**src/rtl/dma_csr_axil_slave_if.sv**
```systemverilog
// AXI4-Lite bundle for the DMA CSR slave; the master modport drives requests, the slave modport answers them.
interface dma_csr_axil_slave_if #(
   parameter int unsigned ADDR_WIDTH = 32
) ();
   logic [ADDR_WIDTH-1:0] awaddr;
   logic                  awvalid;
   logic                  awready;
   logic [31:0]           wdata;
   logic [3:0]            wstrb;
   logic                  wvalid;
   logic                  wready;
   logic [1:0]            bresp;
   logic                  bvalid;
   logic                  bready;
   logic [ADDR_WIDTH-1:0] araddr;
   logic                  arvalid;
   logic                  arready;
   logic [31:0]           rdata;
   logic [1:0]            rresp;
   logic                  rvalid;
   logic                  rready;

   modport master (
      output awaddr, awvalid, wdata, wstrb, wvalid, bready, araddr, arvalid, rready,
      input  awready, wready, bresp, bvalid, arready, rdata, rresp, rvalid
   );

   modport slave (
      input  awaddr, awvalid, wdata, wstrb, wvalid, bready, araddr, arvalid, rready,
      output awready, wready, bresp, bvalid, arready, rdata, rresp, rvalid
   );
endinterface

```
**src/rtl/dma_csr_axil_slave.sv**
```systemverilog
// AXI4-Lite CSR block for a DMA engine: CTRL, STATUS, IRQ_STS, DESC_ADDR, TAIL_ADDR.
// Define DMA_CSR_SCRATCH_EN to add a 32-bit SCRATCH register at offset 0x14.
module dma_csr_axil_slave #(
   parameter int unsigned ADDR_WIDTH = 32,
   parameter int unsigned DATA_WIDTH = 32
) (
   input  logic                 ACLK,
   input  logic                 ARESET,
   dma_csr_axil_slave_if.slave  s_axil,
   output logic                 ctrl_run,
   output logic                 soft_rst_pulse,
   output logic [31:0]          desc_addr,
   output logic [31:0]          tail_addr,
   output logic                 tail_wr_pulse,
   input  logic                 sts_busy,
   input  logic                 sts_halted,
   input  logic                 evt_done,
   input  logic                 evt_err,
   output logic                 irq
);

   if (ADDR_WIDTH < 5 || DATA_WIDTH != 32) begin : g_cfg_check
      $error("dma_csr_axil_slave: ADDR_WIDTH must be >= 5 and DATA_WIDTH must be 32");
   end

   typedef enum logic [1:0] {W_IDLE, W_ACK, W_RESP} wr_state_t;
   typedef enum logic [1:0] {R_IDLE, R_ACK, R_DATA} rd_state_t;

   localparam logic [1:0] RESP_OKAY   = 2'b00;
   localparam logic [1:0] RESP_SLVERR = 2'b10;

   localparam logic [2:0] A_CTRL    = 3'd0;
   localparam logic [2:0] A_STATUS  = 3'd1;
   localparam logic [2:0] A_IRQ     = 3'd2;
   localparam logic [2:0] A_DESC    = 3'd3;
   localparam logic [2:0] A_TAIL    = 3'd4;
   localparam logic [2:0] A_SCRATCH = 3'd5;

   wr_state_t   r_wstate, w_wstate_nxt;
   rd_state_t   r_rstate, w_rstate_nxt;

   logic        r_run, r_irq_en, r_done, r_err, r_irq;
   logic        r_soft_pulse, r_tail_pulse;
   logic [31:0] r_desc, r_tail, r_rdata;
   logic [1:0]  r_bresp, r_rresp;
`ifdef DMA_CSR_SCRATCH_EN
   logic [31:0] r_scratch;
`endif

   logic        w_wr_fire, w_rd_fire, w_wr_mapped, w_rd_mapped;
   logic [2:0]  w_wr_idx, w_rd_idx;
   logic [1:0]  w_irq_clr;
   logic [31:0] w_rd_data;

   function automatic logic [31:0] f_merge(input logic [31:0] old_v, input logic [31:0] new_v,
                                           input logic [3:0] strb);
      logic [31:0] v;
      v = old_v;
      for (int unsigned b = 0; b < 4; b++) begin
         if (strb[b]) v[8*b +: 8] = new_v[8*b +: 8];
      end
      return v;
   endfunction

   always_comb begin
      w_wstate_nxt   = r_wstate;
      s_axil.awready = 1'b0;
      s_axil.wready  = 1'b0;
      s_axil.bvalid  = 1'b0;
      case (r_wstate)
         W_IDLE: if (s_axil.awvalid && s_axil.wvalid) w_wstate_nxt = W_ACK;
         W_ACK: begin
            s_axil.awready = 1'b1;
            s_axil.wready  = 1'b1;
            w_wstate_nxt   = W_RESP;
         end
         W_RESP: begin
            s_axil.bvalid = 1'b1;
            if (s_axil.bready) w_wstate_nxt = W_IDLE;
         end
         default: w_wstate_nxt = W_IDLE;
      endcase
   end

   always_comb begin
      w_rstate_nxt   = r_rstate;
      s_axil.arready = 1'b0;
      s_axil.rvalid  = 1'b0;
      case (r_rstate)
         R_IDLE: if (s_axil.arvalid) w_rstate_nxt = R_ACK;
         R_ACK: begin
            s_axil.arready = 1'b1;
            w_rstate_nxt   = R_DATA;
         end
         R_DATA: begin
            s_axil.rvalid = 1'b1;
            if (s_axil.rready) w_rstate_nxt = R_IDLE;
         end
         default: w_rstate_nxt = R_IDLE;
      endcase
   end

   assign w_wr_fire = (r_wstate == W_ACK);
   assign w_rd_fire = (r_rstate == R_ACK);
   assign w_wr_idx  = s_axil.awaddr[4:2];
   assign w_rd_idx  = s_axil.araddr[4:2];
   assign w_irq_clr = (w_wr_fire && w_wr_idx == A_IRQ && s_axil.wstrb[0]) ? s_axil.wdata[1:0] : '0;

   always_comb begin
      w_wr_mapped = 1'b1;
      case (w_wr_idx)
         A_CTRL, A_STATUS, A_IRQ, A_DESC, A_TAIL: w_wr_mapped = 1'b1;
`ifdef DMA_CSR_SCRATCH_EN
         A_SCRATCH: w_wr_mapped = 1'b1;
`endif
         default: w_wr_mapped = 1'b0;
      endcase
   end

   // STATUS is taken straight from the DMA pins at the R_ACK edge
   always_comb begin
      w_rd_data   = '0;
      w_rd_mapped = 1'b1;
      case (w_rd_idx)
         A_CTRL:   w_rd_data = {29'd0, r_irq_en, 1'b0, r_run};
         A_STATUS: w_rd_data = {30'd0, sts_halted, sts_busy};
         A_IRQ:    w_rd_data = {30'd0, r_err, r_done};
         A_DESC:   w_rd_data = r_desc;
         A_TAIL:   w_rd_data = r_tail;
`ifdef DMA_CSR_SCRATCH_EN
         A_SCRATCH: w_rd_data = r_scratch;
`endif
         default:  w_rd_mapped = 1'b0;
      endcase
   end

   always_ff @(posedge ACLK) begin
      if (ARESET) begin
         r_wstate <= W_IDLE;
         r_rstate <= R_IDLE;
      end else begin
         r_wstate <= w_wstate_nxt;
         r_rstate <= w_rstate_nxt;
      end
   end

   always_ff @(posedge ACLK) begin
      if (ARESET) begin
         r_run        <= 1'b0;
         r_irq_en     <= 1'b0;
         r_done       <= 1'b0;
         r_err        <= 1'b0;
         r_irq        <= 1'b0;
         r_soft_pulse <= 1'b0;
         r_tail_pulse <= 1'b0;
         r_desc       <= '0;
         r_tail       <= '0;
         r_rdata      <= '0;
         r_bresp      <= '0;
         r_rresp      <= '0;
`ifdef DMA_CSR_SCRATCH_EN
         r_scratch    <= '0;
`endif
      end else begin
         r_soft_pulse <= 1'b0;
         r_tail_pulse <= 1'b0;
         // a new event outranks a simultaneous W1C clear
         r_done       <= (r_done & ~w_irq_clr[0]) | evt_done;
         r_err        <= (r_err  & ~w_irq_clr[1]) | evt_err;
         r_irq        <= r_irq_en & (r_done | r_err);
         if (w_wr_fire) begin
            r_bresp <= w_wr_mapped ? RESP_OKAY : RESP_SLVERR;
            case (w_wr_idx)
               A_CTRL: if (s_axil.wstrb[0]) begin
                  r_run        <= s_axil.wdata[0];
                  r_soft_pulse <= s_axil.wdata[1];
                  r_irq_en     <= s_axil.wdata[2];
               end
               A_DESC: r_desc <= f_merge(r_desc, s_axil.wdata, s_axil.wstrb);
               A_TAIL: begin
                  r_tail       <= f_merge(r_tail, s_axil.wdata, s_axil.wstrb);
                  r_tail_pulse <= |s_axil.wstrb;
               end
`ifdef DMA_CSR_SCRATCH_EN
               A_SCRATCH: r_scratch <= f_merge(r_scratch, s_axil.wdata, s_axil.wstrb);
`endif
               default: ;
            endcase
         end
         if (w_rd_fire) begin
            r_rdata <= w_rd_data;
            r_rresp <= w_rd_mapped ? RESP_OKAY : RESP_SLVERR;
         end
      end
   end

   assign s_axil.bresp  = r_bresp;
   assign s_axil.rdata  = r_rdata;
   assign s_axil.rresp  = r_rresp;
   assign ctrl_run       = r_run;
   assign soft_rst_pulse = r_soft_pulse;
   assign desc_addr      = r_desc;
   assign tail_addr      = r_tail;
   assign tail_wr_pulse  = r_tail_pulse;
   assign irq            = r_irq;

endmodule

```
**src/flat_wrapper.sv**
```systemverilog
// flat-port wrapper written by rule: the top's interface ports become plain ports
module dma_csr_axil_slave_flat 
#(
   parameter int unsigned ADDR_WIDTH = 32,
   parameter int unsigned DATA_WIDTH = 32
)
  (ACLK, ARESET, ctrl_run, soft_rst_pulse, desc_addr, tail_addr, tail_wr_pulse, sts_busy, sts_halted, evt_done, evt_err, irq, s_axil_awaddr, s_axil_awvalid, s_axil_wdata, s_axil_wstrb, s_axil_wvalid, s_axil_bready, s_axil_araddr, s_axil_arvalid, s_axil_rready, s_axil_awready, s_axil_wready, s_axil_bresp, s_axil_bvalid, s_axil_arready, s_axil_rdata, s_axil_rresp, s_axil_rvalid);
  dma_csr_axil_slave_if #(.ADDR_WIDTH(ADDR_WIDTH)) s_axil_i ();
  input  logic ACLK;
  input  logic ARESET;
  output logic ctrl_run;
  output logic soft_rst_pulse;
  output logic [31:0] desc_addr;
  output logic [31:0] tail_addr;
  output logic tail_wr_pulse;
  input  logic sts_busy;
  input  logic sts_halted;
  input  logic evt_done;
  input  logic evt_err;
  output logic irq;
  input wire logic [$bits(s_axil_i.awaddr)-1:0] s_axil_awaddr;
  input wire logic [$bits(s_axil_i.awvalid)-1:0] s_axil_awvalid;
  input wire logic [$bits(s_axil_i.wdata)-1:0] s_axil_wdata;
  input wire logic [$bits(s_axil_i.wstrb)-1:0] s_axil_wstrb;
  input wire logic [$bits(s_axil_i.wvalid)-1:0] s_axil_wvalid;
  input wire logic [$bits(s_axil_i.bready)-1:0] s_axil_bready;
  input wire logic [$bits(s_axil_i.araddr)-1:0] s_axil_araddr;
  input wire logic [$bits(s_axil_i.arvalid)-1:0] s_axil_arvalid;
  input wire logic [$bits(s_axil_i.rready)-1:0] s_axil_rready;
  output wire logic [$bits(s_axil_i.awready)-1:0] s_axil_awready;
  output wire logic [$bits(s_axil_i.wready)-1:0] s_axil_wready;
  output wire logic [$bits(s_axil_i.bresp)-1:0] s_axil_bresp;
  output wire logic [$bits(s_axil_i.bvalid)-1:0] s_axil_bvalid;
  output wire logic [$bits(s_axil_i.arready)-1:0] s_axil_arready;
  output wire logic [$bits(s_axil_i.rdata)-1:0] s_axil_rdata;
  output wire logic [$bits(s_axil_i.rresp)-1:0] s_axil_rresp;
  output wire logic [$bits(s_axil_i.rvalid)-1:0] s_axil_rvalid;
  assign s_axil_i.awaddr = s_axil_awaddr;
  assign s_axil_i.awvalid = s_axil_awvalid;
  assign s_axil_i.wdata = s_axil_wdata;
  assign s_axil_i.wstrb = s_axil_wstrb;
  assign s_axil_i.wvalid = s_axil_wvalid;
  assign s_axil_i.bready = s_axil_bready;
  assign s_axil_i.araddr = s_axil_araddr;
  assign s_axil_i.arvalid = s_axil_arvalid;
  assign s_axil_i.rready = s_axil_rready;
  assign s_axil_awready = s_axil_i.awready;
  assign s_axil_wready = s_axil_i.wready;
  assign s_axil_bresp = s_axil_i.bresp;
  assign s_axil_bvalid = s_axil_i.bvalid;
  assign s_axil_arready = s_axil_i.arready;
  assign s_axil_rdata = s_axil_i.rdata;
  assign s_axil_rresp = s_axil_i.rresp;
  assign s_axil_rvalid = s_axil_i.rvalid;
  dma_csr_axil_slave #(.ADDR_WIDTH(ADDR_WIDTH), .DATA_WIDTH(DATA_WIDTH)) u_core (.ACLK(ACLK), .ARESET(ARESET), .s_axil(s_axil_i), .ctrl_run(ctrl_run), .soft_rst_pulse(soft_rst_pulse), .desc_addr(desc_addr), .tail_addr(tail_addr), .tail_wr_pulse(tail_wr_pulse), .sts_busy(sts_busy), .sts_halted(sts_halted), .evt_done(evt_done), .evt_err(evt_err), .irq(irq));
endmodule
```
**config.mk**
```make
export PLATFORM = sky130hd
export DESIGN_NAME = dma_csr_axil_slave_flat
export DESIGN_NICKNAME = d
export VERILOG_FILES = /design/src/rtl/dma_csr_axil_slave_if.sv /design/src/rtl/dma_csr_axil_slave.sv /design/src/flat_wrapper.sv
export SDC_FILE = /design/constraint.sdc
export NUM_CORES = 1
export LEC_CHECK = 0
export CAP_MARGIN = 20
export CORE_MARGIN = 2
export CORE_UTILIZATION = 40
export CTS_CLUSTER_SIZE = 20
export DETAILED_ROUTE_END_ITERATION = 6
export PLACE_DENSITY = 0.82
export SLEW_MARGIN = 0
export SYNTH_ARGS = -nofsm -noshare
export SYNTH_HDL_FRONTEND = slang
export SYNTH_SLANG_ARGS = --single-unit
```
**constraint.sdc**
```tcl
create_clock -name ACLK -period 2.12 [get_ports ACLK]
set_clock_uncertainty 0.15 [all_clocks]
set_input_delay 0.636 -clock ACLK [delete_from_list [all_inputs] [get_ports ACLK]]
set_output_delay 0.636 -clock ACLK [all_outputs]
set_load 0.01 [all_outputs]
```
; Word-level counts from Yosys, hierarchy flattened
; Index checks and enable logic that the tools add are counted.
[totals]
reg_bits = 111
input_bits = 111
output_inout_bits = 109
wordCells = 87
[classes]
n_eq_ne = 16
n_mux = 16
bitwise_logic = 12
reduce_logical = 23
[ops]
columns = cell, n
row1 = $pmux W32 S5, 1
row2 = $reduce_and A3 Y1, 9
row3 = $mux W2, 7
row4 = $eq A3 B2 Y1 const B, 4
row5 = $pmux W2 S3, 2
row6 = $reduce_or A5 Y1, 2
row7 = $reduce_or A4 Y1, 2
row8 = $eq A3 B1 Y1 const B, 2
row9 = $eq A3 B3 Y1 const B, 2
row10 = $logic_not A3 Y1, 2
row11 = $mux W1, 6
row12 = $ne A2 B2 Y1 const B, 3
row13 = $not A1 Y1, 6
row14 = $eq A2 B1 Y1 const B, 2
row15 = $eq A2 B2 Y1 const B, 2
row16 = $logic_not A2 Y1, 2
row17 = $reduce_and A2 Y1, 2
row18 = $and A1 B1 Y1, 3
row19 = $logic_and A1 B1 Y1, 3
row20 = $or A1 B1 Y1, 3
row21 = $reduce_or A3 Y1, 1
row22 = $ne A2 B1 Y1 const B, 1

; Longest topological paths before layout
[logic_depth]
depth_word = 7
depth_mapped = 6

; Worst setup path before layout
; Ideal clock, no wire load.
[synth_path]
kind = input-to-reg
startpoint = input port s_axil_araddr[3]
endpoint = register u_core.r_rdata[17], in the netlist u_core.s_axil.rdata[17]
setup_ps = 125
arrival_time_ps = 1487
t_required_ps = 1845
setup_slack_ps = 357
path_stages = 6
path_buffers = 3
cell_sequence = buf_2 > and3b_1 > buf_4 > buf_4 > a22oi_1 > o2bb2ai_1
[synth_via]
elab_chain_cells = 2
elab_cells_between_ends = 6
classes_between = 4 x eq/ne / 1 x mux / 1 x reduce/logical
[synth_rtl]
columns = element, line_no
row1 = start: declaration, flat_wrapper.sv:27  ; input wire logic [$bits(s_axil_i.araddr)-1:0] s_axil_araddr;
row2 = "$eq A3 B3 Y1, or another cell as far along", dma_csr_axil_slave.sv:124  ; case (w_rd_idx)
row3 = $pmux W32 S5 *, dma_csr_axil_slave.sv:124
row4 = end signal: assignment, dma_csr_axil_slave.sv:191  ; r_rdata <= w_rd_data;
row5 = end: declaration, dma_csr_axil_slave.sv:44  ; logic [31:0] r_desc, r_tail, r_rdata;
; Mark *: on every way between the ends. The rest lies on a longest branch, timed or not.
; A chain may end at the register's enable or synchronous reset.

; Worst setup path after layout
[layout_path]
startpoint = register u_core.r_tail[4], in the netlist u_core.tail_addr[4]
endpoint = output port tail_addr[4]
[layout_lines]
columns = element, line_no
row1 = start: declaration, dma_csr_axil_slave.sv:44
row2 = start signal: assignment, dma_csr_axil_slave.sv:181  ; r_tail <= f_merge(r_tail, s_axil.wdata, s_axil.wstrb);
row3 = end: declaration, flat_wrapper.sv:14  ; output logic [31:0] tail_addr;
; No word-level cell between the ends.

==> results.sh <==
export IMPL_cts_tree="built"
export IMPL_fin_crit_ns=2.09
export IMPL_synthArstFlopShare_pct=0
export IMPL_ys_ff_latch=109
export IMPL_post_place_ws_ns=-0.176
export IMPL_rr_endpoint="u_core.desc_addr[18]"
export IMPL_grt_total_usage_pct=21.1
export IMPL_drive_above_1_share_pct=11.9
export IMPL_peakVddDrop_uv=415
export IMPL_multi_input_area_sq_um=2020
export IMPL_cp_required_ns=1.33
export IMPL_yosys_top_cells_count="109 x dfxtp_1, 78 x nand2_1, 48 x mux2i_1"
export IMPL_critPathLaunch="u_core.tail_addr[4]"
export IMPL_drv_slew=0
export IMPL_post_route_period_util_pct=98.5
export IMPL_crit_family="buffers and inverters"
export IMPL_netlist_instances=451
export IMPL_ys_types=42
export IMPL_antenna_cells=0
export IMPL_hold_violations=0
export IMPL_synth_area_leader_cell="dfxtp_1"
export IMPL_p_leak_nw=2.97
export IMPL_register_area_sq_um=2190
export IMPL_synthFlopType="dfxtp_1"
export IMPL_dp_hpwl_mm=9.29
export IMPL_finalSetupViolCount=0
export IMPL_fin_nets=730
export IMPL_synth_area_leaders="dfxtp_1 50%, mux2i_1 11%, nand2_1 6.6%, o2bb2ai_1 6.0%, a22oi_1 5.3%"
export IMPL_die_h_um=109
export IMPL_path_clk_slew_ns=0.11
export IMPL_grt_max_degree=76
export IMPL_die_area_sq_um=11900
export IMPL_synth_edff_count=0
export IMPL_via_per_inst=5.31
export IMPL_timing_final_ws_setup_ns=0.0318
export IMPL_post_cts_setup_buffer_count=0
export IMPL_fmax_mhz=479
export IMPL_chipWidth_um=109
export IMPL_critPathSlowestCell="clkdlybuf4s50_1"
export IMPL_nFillCells=866
export IMPL_vias=4054
export IMPL_cts_root_buf="clkbuf_8"
export IMPL_p_per_area_nw_per_um2=547
export IMPL_cap_violations=0
export IMPL_grt_overflow=0
export IMPL_htree_levels=3
export IMPL_wl_per_cell_um=16.7
export IMPL_drtIter0Drc=258
export IMPL_cts_buffers=9
export IMPL_arrival_ns=1.30
export IMPL_clock_latency_ns=0.36
export IMPL_rows=38
export IMPL_antenna_found_initial=0
export IMPL_io_buffer_count=159
export IMPL_reg2reg_slack_ns=0.59
export IMPL_core_area_sq_um=10800
export IMPL_wl_mm=12.8
export IMPL_path_class="register to output port"
export IMPL_yosys_area_top_type_share_pct=49.6
export IMPL_io_pins=220
export IMPL_endpoint="tail_addr[4]"
export IMPL_dr_pass1_iters=6
export IMPL_crit_fanout=3
export IMPL_yosys_warnings=0
export IMPL_ys_seq_area_share_pct=49.6
export IMPL_cts_buffer_depth=2
export IMPL_crit_cells=1
export IMPL_drc=0
export IMPL_syn_area_sq_um=4400
export IMPL_grt_pass1_wl_mm=19.7
export IMPL_post_synth_top_count_cell="dfxtp_1"
export IMPL_timing_rr_start="u_core.r_wstate[0]"
export IMPL_start_util_pct=40.8
export IMPL_post_synth_cell_area_avg_sq_um=9.76
export IMPL_syn2layout_area_growth_pct=50.2
export IMPL_drtAntennaViolNets=0
export IMPL_holdCritPathClass="register to register"
export IMPL_slowest_delay_ns=0.55
export IMPL_place_congestion=0.800
export IMPL_holdWs_ns=0.300
export IMPL_startpoint_type="register"
export IMPL_grt_pass1_vias=3908
export IMPL_worstRegToRegCells=4
export IMPL_end_kind="output port"
export IMPL_outcome="finished, final reports clean"
export IMPL_path_buf_inv=1
export IMPL_crit_chain="clkdlybuf4s50_1"
export IMPL_clkSinkCount=109
-- cell type report --
type	count	area share (%)
Clock buffer	11	2.14
Clock inverter	5	0.681
Inverter	5	0.284
Multi-Input combinational cell	301	30.6
Sequential cell	109	33.2
Tap cell	140	2.65
Timing Repair Buffer	193	30.5
-- report_power, final --
group	total, mW	switching, mW	leakage, nW	internal [mW]
combinational	0.359	0.178	2.00	0.181
sequential	2.07	0.0112	0.884	2.06
clock	1.19	0.711	0.0916	0.476
-- flip-flops by register name, summed over array words and instances (netlist names), 2 cells and up --
name	count
u_core.r_rstate	2
u_core.s_axil.rdata	32
u_core.r_wstate	2
u_core.tail_addr	32
u_core.desc_addr	32
-- cell usage in the layout (no fill, tap or decap), types with 3 or more instances in the layout --
master           count
nand2b_1             4
clkdlybuf4s50_1    120
dlymetal6s2s_1      31
nor2_1               3
a22oi_1             31
mux2i_1             48
and4_1               4
nand3_4              3
or3b_1               3
o21ai_1             19
buf_12               8
dfxtp_1             99
dfxtp_2             10
dlygate4sd2_1        7
nand2_1             78
o2bb2ai_1           30
inv_1                3
nand3_1             22
clkinv_4             3
mux2_2               3
clkbuf_8            10
a21oi_1             23
buf_4               26
-- per-stage QoR --
stage | util, % | instance area, sq um | cells | power, mW | setup TNS, ns
2_1_floorplan | - | 4410 | 452 | 2.26 | 0
4_1_cts | 60.5 | 6530 | 764 | 3.65 | 0
5_1_grt | 61.3 | 6620 | 764 | 3.76 | -0.0000329
3_3_place_gp | 58.8 | 6340 | 748 | 2.47 | -6.58
6_report | 61.3 | 6620 | 764 | 3.62 | 0
3_5_place_dp | 58.8 | 6340 | 748 | 2.48 | -9.60
-- cells by family (layout without fill, tap and decap cells) --
family	count (synthesis)	after routing	share of synthesized area, %
buffers and inverters	42	214	4.80
AND/OR/NAND/NOR	138	138	16.3
AO/OA/AOI/OAI	110	110	17.6
multiplexers	51	51	11.7
flip-flops	109	109	49.6
other	1	2	0.0852
-- per-layer routing --
metal	track usage, %	up-vias	part of all wire, %
met5	0	-	0
met4	5.68	0	1.0
met3	3.71	11	6.8
met2	36.8	178	50
li1	-	1957	-
met1	26.8	1908	42
-- how the worst min path moves through the flow --
stage | slack, ns | cells after the start | end | from
floorplan | 0.26 | 1 | u_core.r_rstate[0] | u_core.r_rstate[1]
global placement | 0.27 | 1 | u_core.r_rstate[0] | u_core.r_rstate[1]
detailed placement | 0.29 | 1 | u_core.r_rstate[0] | u_core.r_rstate[1]
CTS | 0.30 | 1 | u_core.r_rstate[0] | u_core.r_rstate[1]
global route | 0.34 | 1 | u_core.s_axil.rdata[26] | u_core.s_axil.rdata[26]
finish | 0.30 | 1 | u_core.r_rstate[0] | u_core.r_rstate[1]
-- repair_timing --
item                       CTS  global route
hold buffers                 0             0
gates resized for setup     11            40
gates cloned                 0             0
setup endpoints to repair    9            41
No activity file was read; power rests on OpenSTA's default activity.
